## src/rtl/dvp_tx_pkg.sv

```systemverilog
// Shared types and helpers for the DVP RGB565 transmitter.
// Holds the frame FSM states, the counter width and the RGB888 to RGB565 packer.
package dvp_tx_pkg;

  localparam int CNT_W = 12;

  typedef enum logic [2:0] {
    IDLE   = 3'd0,
    VSYNC  = 3'd1,
    VBP    = 3'd2,
    ACTIVE = 3'd3,
    VFP    = 3'd4
  } dvp_state_e;

  // {R,G,B} 8:8:8 -> {R[7:3], G[7:2], B[7:3]}; byte [15:8] goes out first.
  function automatic logic [15:0] pack_rgb565(input logic [23:0] rgb);
    return {rgb[23:19], rgb[15:10], rgb[7:3]};
  endfunction

endpackage

```

## src/rtl/dvp_timing_gen.sv

```systemverilog
// Frame sequencer for the DVP transmitter.
// Walks VSYNC/VBP/ACTIVE/VFP line by line and exposes the current byte position.
module dvp_timing_gen
  import dvp_tx_pkg::*;
#(
  parameter int H_ACTIVE    = 640,
  parameter int H_BLANK     = 160,
  parameter int V_ACTIVE    = 480,
  parameter int VSYNC_LINES = 3,
  parameter int V_BP        = 17,
  parameter int V_FP        = 10
) (
  input  logic             cam_pclk,
  input  logic             rst_n,
  input  logic             enable,
  output logic [CNT_W-1:0] hcnt,
  output logic             active,
  output logic             vsync,
  output logic             eof
);

  localparam logic [CNT_W-1:0] H_LAST = CNT_W'(2 * H_ACTIVE + H_BLANK - 1);

  dvp_state_e       state_r;
  dvp_state_e       next_state_s;
  logic [CNT_W-1:0] hcnt_r;
  logic [CNT_W-1:0] line_r;
  logic [CNT_W-1:0] line_last_s;

  // Line count and successor of the current state; enable only matters leaving IDLE or VFP.
  always_comb begin
    line_last_s  = {CNT_W{1'b0}};
    next_state_s = IDLE;
    case (state_r)
      VSYNC: begin
        line_last_s  = CNT_W'(VSYNC_LINES - 1);
        next_state_s = VBP;
      end
      VBP: begin
        line_last_s  = CNT_W'(V_BP - 1);
        next_state_s = ACTIVE;
      end
      ACTIVE: begin
        line_last_s  = CNT_W'(V_ACTIVE - 1);
        next_state_s = VFP;
      end
      VFP: begin
        line_last_s  = CNT_W'(V_FP - 1);
        next_state_s = enable ? VSYNC : IDLE;
      end
      default: begin
        line_last_s  = {CNT_W{1'b0}};
        next_state_s = enable ? VSYNC : IDLE;
      end
    endcase
  end

  // State, byte-within-line and line-within-state counters.
  always_ff @(posedge cam_pclk or negedge rst_n) begin
    if (!rst_n) begin
      state_r <= IDLE;
      hcnt_r  <= {CNT_W{1'b0}};
      line_r  <= {CNT_W{1'b0}};
    end else if (state_r == IDLE) begin
      state_r <= next_state_s;
      hcnt_r  <= {CNT_W{1'b0}};
      line_r  <= {CNT_W{1'b0}};
    end else if (hcnt_r == H_LAST) begin
      hcnt_r <= {CNT_W{1'b0}};
      if (line_r == line_last_s) begin
        line_r  <= {CNT_W{1'b0}};
        state_r <= next_state_s;
      end else begin
        line_r <= line_r + CNT_W'(1);
      end
    end else begin
      hcnt_r <= hcnt_r + CNT_W'(1);
    end
  end

  assign hcnt   = hcnt_r;
  assign active = (state_r == ACTIVE);
  assign vsync  = (state_r == VSYNC);
  assign eof    = (state_r == VFP) && (hcnt_r == H_LAST) && (line_r == line_last_s);

endmodule

```

## src/rtl/dvp_rgb565_tx.sv

```systemverilog
// OV5640-style 8-bit DVP source: RGB888 valid/ready input, RGB565 two bytes per pixel.
// Every output is a flop one cycle behind the timing generator's position.
module dvp_rgb565_tx
  import dvp_tx_pkg::*;
#(
  parameter int H_ACTIVE    = 640,
  parameter int H_BLANK     = 160,
  parameter int V_ACTIVE    = 480,
  parameter int VSYNC_LINES = 3,
  parameter int V_BP        = 17,
  parameter int V_FP        = 10
) (
  input  logic        cam_pclk,
  input  logic        rst_n,
  input  logic        enable,
  input  logic        pix_valid,
  input  logic [23:0] pix_data,
  output logic        pix_ready,
  output logic        cam_vsync,
  output logic        cam_href,
  output logic [7:0]  cam_data,
  output logic        frame_start,
  output logic        underrun,
  output logic [15:0] frame_cnt
);

  localparam logic [CNT_W-1:0] H_HREF = CNT_W'(2 * H_ACTIVE);

  logic [CNT_W-1:0] hcnt_s;
  logic             active_s;
  logic             vsync_s;
  logic             eof_s;
  logic             href_s;
  logic             even_s;
  logic             load_s;
  logic             full_next_s;
  logic             sof_s;
  logic [15:0]      pix565_s;
  logic [7:0]       data_next_s;
  logic             full_r;
  logic [23:0]      hold_r;
  logic [7:0]       odd_r;

  dvp_timing_gen #(
    .H_ACTIVE    (H_ACTIVE),
    .H_BLANK     (H_BLANK),
    .V_ACTIVE    (V_ACTIVE),
    .VSYNC_LINES (VSYNC_LINES),
    .V_BP        (V_BP),
    .V_FP        (V_FP)
  ) u_timing (
    .cam_pclk (cam_pclk),
    .rst_n    (rst_n),
    .enable   (enable),
    .hcnt     (hcnt_s),
    .active   (active_s),
    .vsync    (vsync_s),
    .eof      (eof_s)
  );

  assign href_s      = active_s && (hcnt_s < H_HREF);
  assign even_s      = href_s && !hcnt_s[0];
  assign load_s      = pix_valid && pix_ready;
  // An even slot always drains the register, even when a new pixel arrives on the same edge.
  assign full_next_s = load_s || (full_r && !even_s);
  assign sof_s       = vsync_s && !cam_vsync;
  assign pix565_s    = pack_rgb565(hold_r);

  // Byte selection: high byte from the holding register, low byte from the saved half.
  always_comb begin
    data_next_s = 8'h00;
    if (even_s) begin
      data_next_s = full_r ? pix565_s[15:8] : 8'h00;
    end else if (href_s) begin
      data_next_s = odd_r;
    end else begin
      data_next_s = 8'h00;
    end
  end

  // Holding register and handshake.
  always_ff @(posedge cam_pclk or negedge rst_n) begin
    if (!rst_n) begin
      full_r    <= 1'b0;
      pix_ready <= 1'b0;
      hold_r    <= 24'h000000;
      odd_r     <= 8'h00;
    end else begin
      full_r    <= full_next_s;
      pix_ready <= !full_next_s;
      if (load_s) begin
        hold_r <= pix_data;
      end
      if (even_s) begin
        odd_r <= full_r ? pix565_s[7:0] : 8'h00;
      end
    end
  end

  // DVP output flops, frame pulse, sticky underrun and frame counter.
  always_ff @(posedge cam_pclk or negedge rst_n) begin
    if (!rst_n) begin
      cam_vsync   <= 1'b0;
      cam_href    <= 1'b0;
      cam_data    <= 8'h00;
      frame_start <= 1'b0;
      underrun    <= 1'b0;
      frame_cnt   <= 16'h0000;
    end else begin
      cam_vsync   <= vsync_s;
      cam_href    <= href_s;
      cam_data    <= data_next_s;
      frame_start <= sof_s;
      if (sof_s) begin
        underrun <= 1'b0;
      end else if (even_s && !full_r) begin
        underrun <= 1'b1;
      end
      if (eof_s) begin
        frame_cnt <= frame_cnt + 16'd1;
      end
    end
  end

endmodule
```

## config.mk

```make
export PLATFORM = sky130hd
export DESIGN_NAME = dvp_rgb565_tx
export DESIGN_NICKNAME = d
export VERILOG_FILES = /design/src/rtl/dvp_tx_pkg.sv /design/src/rtl/dvp_timing_gen.sv /design/src/rtl/dvp_rgb565_tx.sv
export SDC_FILE = /design/constraint.sdc
export NUM_CORES = 1
export LEC_CHECK = 0
export ABC_AREA = 0
export CAP_MARGIN = 30
export CELL_PAD_IN_SITES_DETAIL_PLACEMENT = 1
export CELL_PAD_IN_SITES_GLOBAL_PLACEMENT = 2
export CORE_ASPECT_RATIO = 2
export CORE_MARGIN = 10
export CORE_UTILIZATION = 41
export CTS_CLUSTER_SIZE = 14
export DETAILED_ROUTE_END_ITERATION = 8
export DONT_BUFFER_PORTS = 1
export GPL_ROUTABILITY_DRIVEN = 0
export GPL_TIMING_DRIVEN = 1
export PLACE_DENSITY = 0.82
export SLEW_MARGIN = 20
export SYNTH_ARGS = -nofsm -noshare
export SYNTH_HDL_FRONTEND = slang
export SYNTH_SLANG_ARGS = --single-unit
export TNS_END_PERCENT = 5
```

## constraint.sdc

```tcl
create_clock -name cam_pclk -period 2.4 [get_ports cam_pclk]
set_clock_uncertainty 0.1 [all_clocks]
set_input_delay 0.24 -clock cam_pclk [delete_from_list [all_inputs] [get_ports cam_pclk]]
set_output_delay 0.24 -clock cam_pclk [all_outputs]
set_load 0.02 [all_outputs]
```

==> flow_summary.ini, run 1 <==
[pwr]
power-per-cell-area_mw_per_mm2 = 618
leakage_nw = 2.13
p_total_w = 0.00279
ir_drop_uv = 523

[sta]
fin_crit_sh_pct = 94.5
rsz0062_at_grt = no
worstMarginPinSlew_ps = 672
slew-limit-headroom_pct = 55.1
setup_violations = 0
hold_viol_final = 0
finalCriticalPeriod_ps = 2270
fmax_ghz = 0.441
slew_viol_final = 0
timing.setup.tns_ps = 0

[route]
ant_nets = 0
firstDrtPassIters = 5
num_vias = 2709
wl_per_cell_um = 18.7
drc_errors = 0
vias_per_cell = 5.52
drtIter0Drc = 95
wirelength_mm = 9.18

[synth]
synthFlopType = dfrtp_1
synth_edf_count = 0
syn_inst = 350
yosys_register_bits = 81
yosys_warnings = 0
synth_area_mm2 = 0.00383
avgSynthCellArea_um2 = 10.9
synthArstFlopShare_pct = 100
synth.distinct_cells = 54
ys_seq_area_share_pct = 52.9
syn_nets = 381

[clock_network]
clk_pin_slew_ps = 60
insertion_delay_ps = 340
cts_buffer_depth = 2
cts_buffers = 9
cts_tree = done
root_buffer = clkbuf_16
htree_levels = 3
clkSinkCount = 81

[placed_design]
portBuffers = 0
dp.cells = 456
post-dp-hpwl_mm = 6.60

[setup_path]
crit_fanout = 9
critPathLaunchType = flop
path_buf_inv = 1
cp-end-kind = flop
crit_type = reg2reg
crit_required_ps = 2560
cp.arrival_ps = 2430
crit_family = simple AND/OR/NAND/NOR gates
crit_path_top_delay_cell = or4b_4
cp_cell_sequence = or4b_4 -> nor3_4 -> o211ai_2 -> buf_4 -> nor3b_1 -> xor2_1
r2r_slack_ps = 130
cpPeakStageDelay_ps = 590

[final_layout]
drive_gt1_share_pct = 19.8
finalNetCount = 415
antenna_cells = 0
stdcell_count = 491
area_delta_synth_final_pct = 17.9

[grt]
grt-ovfl-total = 0
grt.total_usage_pct = 14.3
antenna_found_initial = 0
grt_start_max_net_pins = 82
grt_pass1_vias = 3035
grt_first_pass_wirelength_mm = 15.4

[die]
core-area_mm2 = 0.00907
die_h_um = 157
die_x_um = 88.3
io_pins = 57
initial_utilization_pct = 42.2
dieArea_mm2 = 0.0138
core.rowCount = 49

[worst_hold_path]
min_path_type = in2async

[flow_run]
max_cap_viol_count = 0

[status]
outcome = complete, no violations
## metal layers
| metal | vias up | global-route usage [%] | routed length [um] |
|---|---|---|---|
| li1 | 1291 | - | - |
| met3 | 16 | 3.74 | 354 |
| met1 | 1355 | 14.3 | 3290 |
| met5 | - | 0 | 0 |
| met2 | 47 | 26.8 | 5350 |
| met4 | 0 | 5.73 | 187 |
## Yosys cell counts, drive strengths merged (3+ instances only)
master | instances | area [um2]
nor3b | 4 | 30.0
nor4 | 6 | 65.1
inv | 5 | 18.8
nor2 | 31 | 119
and3 | 4 | 26.3
nand3b | 5 | 37.5
a22oi | 7 | 52.6
xor2 | 24 | 210
clkbuf | 9 | 53.8
a21oi | 7 | 38.8
nand4 | 6 | 37.5
or3 | 4 | 31.3
xnor2 | 10 | 87.6
mux2 | 17 | 191
nand2 | 38 | 143
nor4b | 3 | 45.0
buf | 7 | 55.1
nor3 | 26 | 161
dfrtp | 81 | 2030
nand3 | 21 | 105
ha | 3 | 37.5
o21ai | 3 | 15.0
and2 | 6 | 38.8
o31ai | 3 | 22.5
## stage by stage
step	hold slack, ps	cell area, um2	utilization, %	worst slack (ps)
global route	407	4510	49.8	20.1
finish	349	4510	49.8	131
CTS	379	4500	49.6	63.0
detailed placement	-150	4000	44.1	84.5
global placement	-151	4000	44.1	170
floorplan	-156	3830	-	212
## repair_timing
action	4_1_cts	5_1_grt
gates resized for setup	0	2
endpoints found under the setup margin	0	1
endpoints found under the hold margin	98	0
setup buffers	0	0
hold buffers	19	0
## area by class of cell
| type | count | area (um2) |
|---|---|---|
| Clock buffer | 10 | 229 |
| Clock inverter | 6 | 67.6 |
| Fill cell | 990 | 4560 |
| Inverter | 5 | 18.8 |
| Multi-Input combinational cell | 248 | 1690 |
| Sequential cell | 81 | 2030 |
| Tap cell | 102 | 128 |
| Timing Repair Buffer | 39 | 358 |
## logic make-up after synthesis
| group | synth area share (%) |
|---|---|
| and+or+nand+nor | 24.2 |
| DFF | 52.9 |
| xor gates and xnor gates | 7.78 |
| AOI/OAI and AO/OA | 5.23 |
| buffers and inverters | 3.33 |
| muxes | 5.52 |
| adders and majority gates | 0.980 |
## final timing paths
path | from | endpoint | depth (start not counted)
worst max-delay path | u_timing.hcnt[9]$_DFF_PN0_ | frame_cnt[2]$_DFFE_PN0P_ | 6
worst min-delay path | rst_n | u_timing.line_r[6]$_DFFE_PN0P_ | 2
min in group cam_pclk | odd_r[1]$_DFFE_PN0P_ | odd_r[1]$_DFFE_PN0P_ | 2
max in group asynchronous | rst_n | u_timing.hcnt[10]$_DFF_PN0_ | 2
worst min register to register | odd_r[1]$_DFFE_PN0P_ | odd_r[1]$_DFFE_PN0P_ | 2
worst max register to register | u_timing.hcnt[9]$_DFF_PN0_ | frame_cnt[2]$_DFFE_PN0P_ | 6
## cell usage in the layout, fill, tap and decap left out, types with 10 or more instances in the layout
master,netlist,routed
xnor2_1,10,10
xor2_1,24,24
nand2_1,38,38
buf_4,1,20
nor2_1,30,30
mux2_2,17,17
dfrtp_1,81,81
dlygate4sd3_1,0,18
nor3_1,21,21
nand3_1,21,21
## sequential cells by signal, indices dropped and copies added (netlist names)
| name | count |
|---|---|
| full_r | 1 |
| cam_data | 8 |
| odd_r | 8 |
| u_timing.state_r | 3 |
| underrun | 1 |
| cam_href | 1 |
| hold_r | 16 |
| frame_cnt | 16 |
| u_timing.line_r | 12 |
| u_timing.hcnt | 12 |
| pix_ready | 1 |
| frame_start | 1 |
| cam_vsync | 1 |
## power by group
group	internal (W)	switching, W	leakage (nW)	total [W]
combinational	0.0000243	0.0000311	0.892	0.0000554
sequential	0.00137	0	1.10	0.00137
clock	0.000809	0.000559	0.139	0.00137
Note: power is estimated with default switching activity, not from simulation.
==> run 2, diff against run 1 <==
- CAP_MARGIN: 30 -> 20
- GPL_TIMING_DRIVEN: 1 -> not set
==> results of run 2 <==
The final DEF is identical to that of run 1; final timing and power are the same.
==> run 3, diff against run 2 <==
- RECOVER_POWER: not set -> 25
==> flow_summary.ini, run 3 (synthesized netlist as in run 1, its figures left out) <==
[sta]
slew_viol_final = 0
fin_crit_sh_pct = 94.3
setup_ws_ps = 137
worstMarginPinSlew_ps = 1120
hold_viol_final = 0
finalCriticalPeriod_ps = 2260
slew-limit-headroom_pct = 25.6
fmax_ghz = 0.442
timing.setup.tns_ps = 0
rsz0062_at_grt = no
setup_violations = 0

[flow_run]
max_cap_viol_count = 0

[pwr]
ir_drop_uv = 523
power-per-cell-area_mw_per_mm2 = 620
leakage_nw = 2.12

[worst_hold_path]
min_from = odd_r[1]$_DFFE_PN0P_
min_path_type = reg2reg

[route]
drtIter0Drc = 97
firstDrtPassIters = 4
num_vias = 2703
ant_nets = 0
drc_errors = 0
vias_per_cell = 5.51
wl_per_cell_um = 18.6
wirelength_mm = 9.15

[final_layout]
top_regs = frame_cnt x16, hold_r x16
finalNetCount = 415
layout_common_cells = dfrtp_1 (81), nand2_1 (38), nor2_1 (30)
drive_gt1_share_pct = 19.8
antenna_cells = 0
layout_commonest_cell = dfrtp_1
area_delta_synth_final_pct = 17.4

[die]
die_x_um = 88.3
dieArea_mm2 = 0.0138
core-area_mm2 = 0.00907
core.rowCount = 49
die_h_um = 157
initial_utilization_pct = 42.2
io_pins = 57

[clock_network]
clk_pin_slew_ps = 60
root_buffer = clkbuf_16
htree_levels = 3
cts_buffer_depth = 2
insertion_delay_ps = 340
cts_setup_buffers = 0
cts_buffers = 9
cts_tree = done
clkSinkCount = 81

[grt]
grt_first_pass_wirelength_mm = 15.4
antenna_found_initial = 0
grt_pass1_vias = 3035
grt-ovfl-total = 0
grt_start_max_net_pins = 82
grt.total_usage_pct = 14.3

[setup_path]
crit_required_ps = 2560
r2r-start = u_timing.hcnt[9]$_DFF_PN0_
cp.arrival_ps = 2420
critPathLaunchType = flop
crit_family = simple AND/OR/NAND/NOR gates
crit_fanout = 9
cpPeakStageDelay_ps = 590
cp_cell_sequence = or4b_4 -> nor3_4 -> o211ai_2 -> buf_4 -> nor3b_1 -> xor2_1
crit_path_top_delay_cell = or4b_4
cp-end-kind = flop
path_buf_inv = 1
crit_type = reg2reg
startpoint = u_timing.hcnt[9]$_DFF_PN0_

[placed_design]
portBuffers = 0
post-dp-hpwl_mm = 6.60
post-place-ws_ps = 84.5

[status]
outcome = complete, no violations
-- run 3: layout make-up --
cell class	instances	area, um2
multi-input combinational	248	1690
clock inverter	6	67.6
fill	992	4580
clock buffer	10	229
timing repair buffer	39	338
inverter	5	18.8
tap	102	128
sequential	81	2030
-- run 3: worst paths after layout --
path	to	slack [ps]	cells after the start
setup reg to reg	frame_cnt[2]$_DFFE_PN0P_	140	6
max in group asynchronous	hold_r[12]$_DFFE_PN0P_	900	2
setup / recovery	frame_cnt[2]$_DFFE_PN0P_	140	6
hold reg to reg	odd_r[1]$_DFFE_PN0P_	370	2
hold / removal	odd_r[1]$_DFFE_PN0P_	370	2
min in group asynchronous	u_timing.line_r[6]$_DFFE_PN0P_	590	2
-- run 3: worst register-to-register path: stages, from the launching register on --
cell and delay [ps]:
dfrtp_1 410, or4b_4 590, nor3_4 300, o211ai_2 140
buf_4 200, nor3b_1 270, xor2_1 170
-- run 3: repair_timing --
item	CTS	global route
hold endpoints to repair	98	0
endpoints found under the setup margin	0	1
gates resized for setup	0	2
hold buffers	19	0
-- run 3: per-stage QoR --
stage | instance area, um2 | total power, W | util, % | std cells | hold slack (ps)
after floorplan | 3830 | 0.00139 | - | 350 | -156
after global placement | 4000 | 0.00139 | 44.1 | 456 | -151
after detailed placement | 4000 | 0.00139 | 44.1 | 456 | -150
after CTS | 4500 | 0.00284 | 49.6 | 491 | 379
after global routing | 4490 | 0.00288 | 49.5 | 491 | 411
final | 4490 | 0.00279 | 49.5 | 491 | 375
-- run 3: power breakdown --
group,switching (W),internal (W),total (W),leakage (nW)
clock,0.000560,0.000809,0.00137,0.139
combinational,0.0000299,0.0000206,0.0000505,0.884
sequential,0,0.00137,0.00137,1.10
total,0.000590,0.00220,0.00279,2.12
-- run 3: layer usage --
| metal | global-route usage (%) | part of all wire (%) | vias to the layer above |
|---|---|---|---|
| met5 | 0 | 0 | - |
| met4 | 5.73 | 2.0 | 0 |
| met3 | 3.74 | 3.7 | 15 |
| met2 | 26.8 | 59 | 39 |
| met1 | 14.3 | 35 | 1355 |
| li1 | - | - | 1294 |
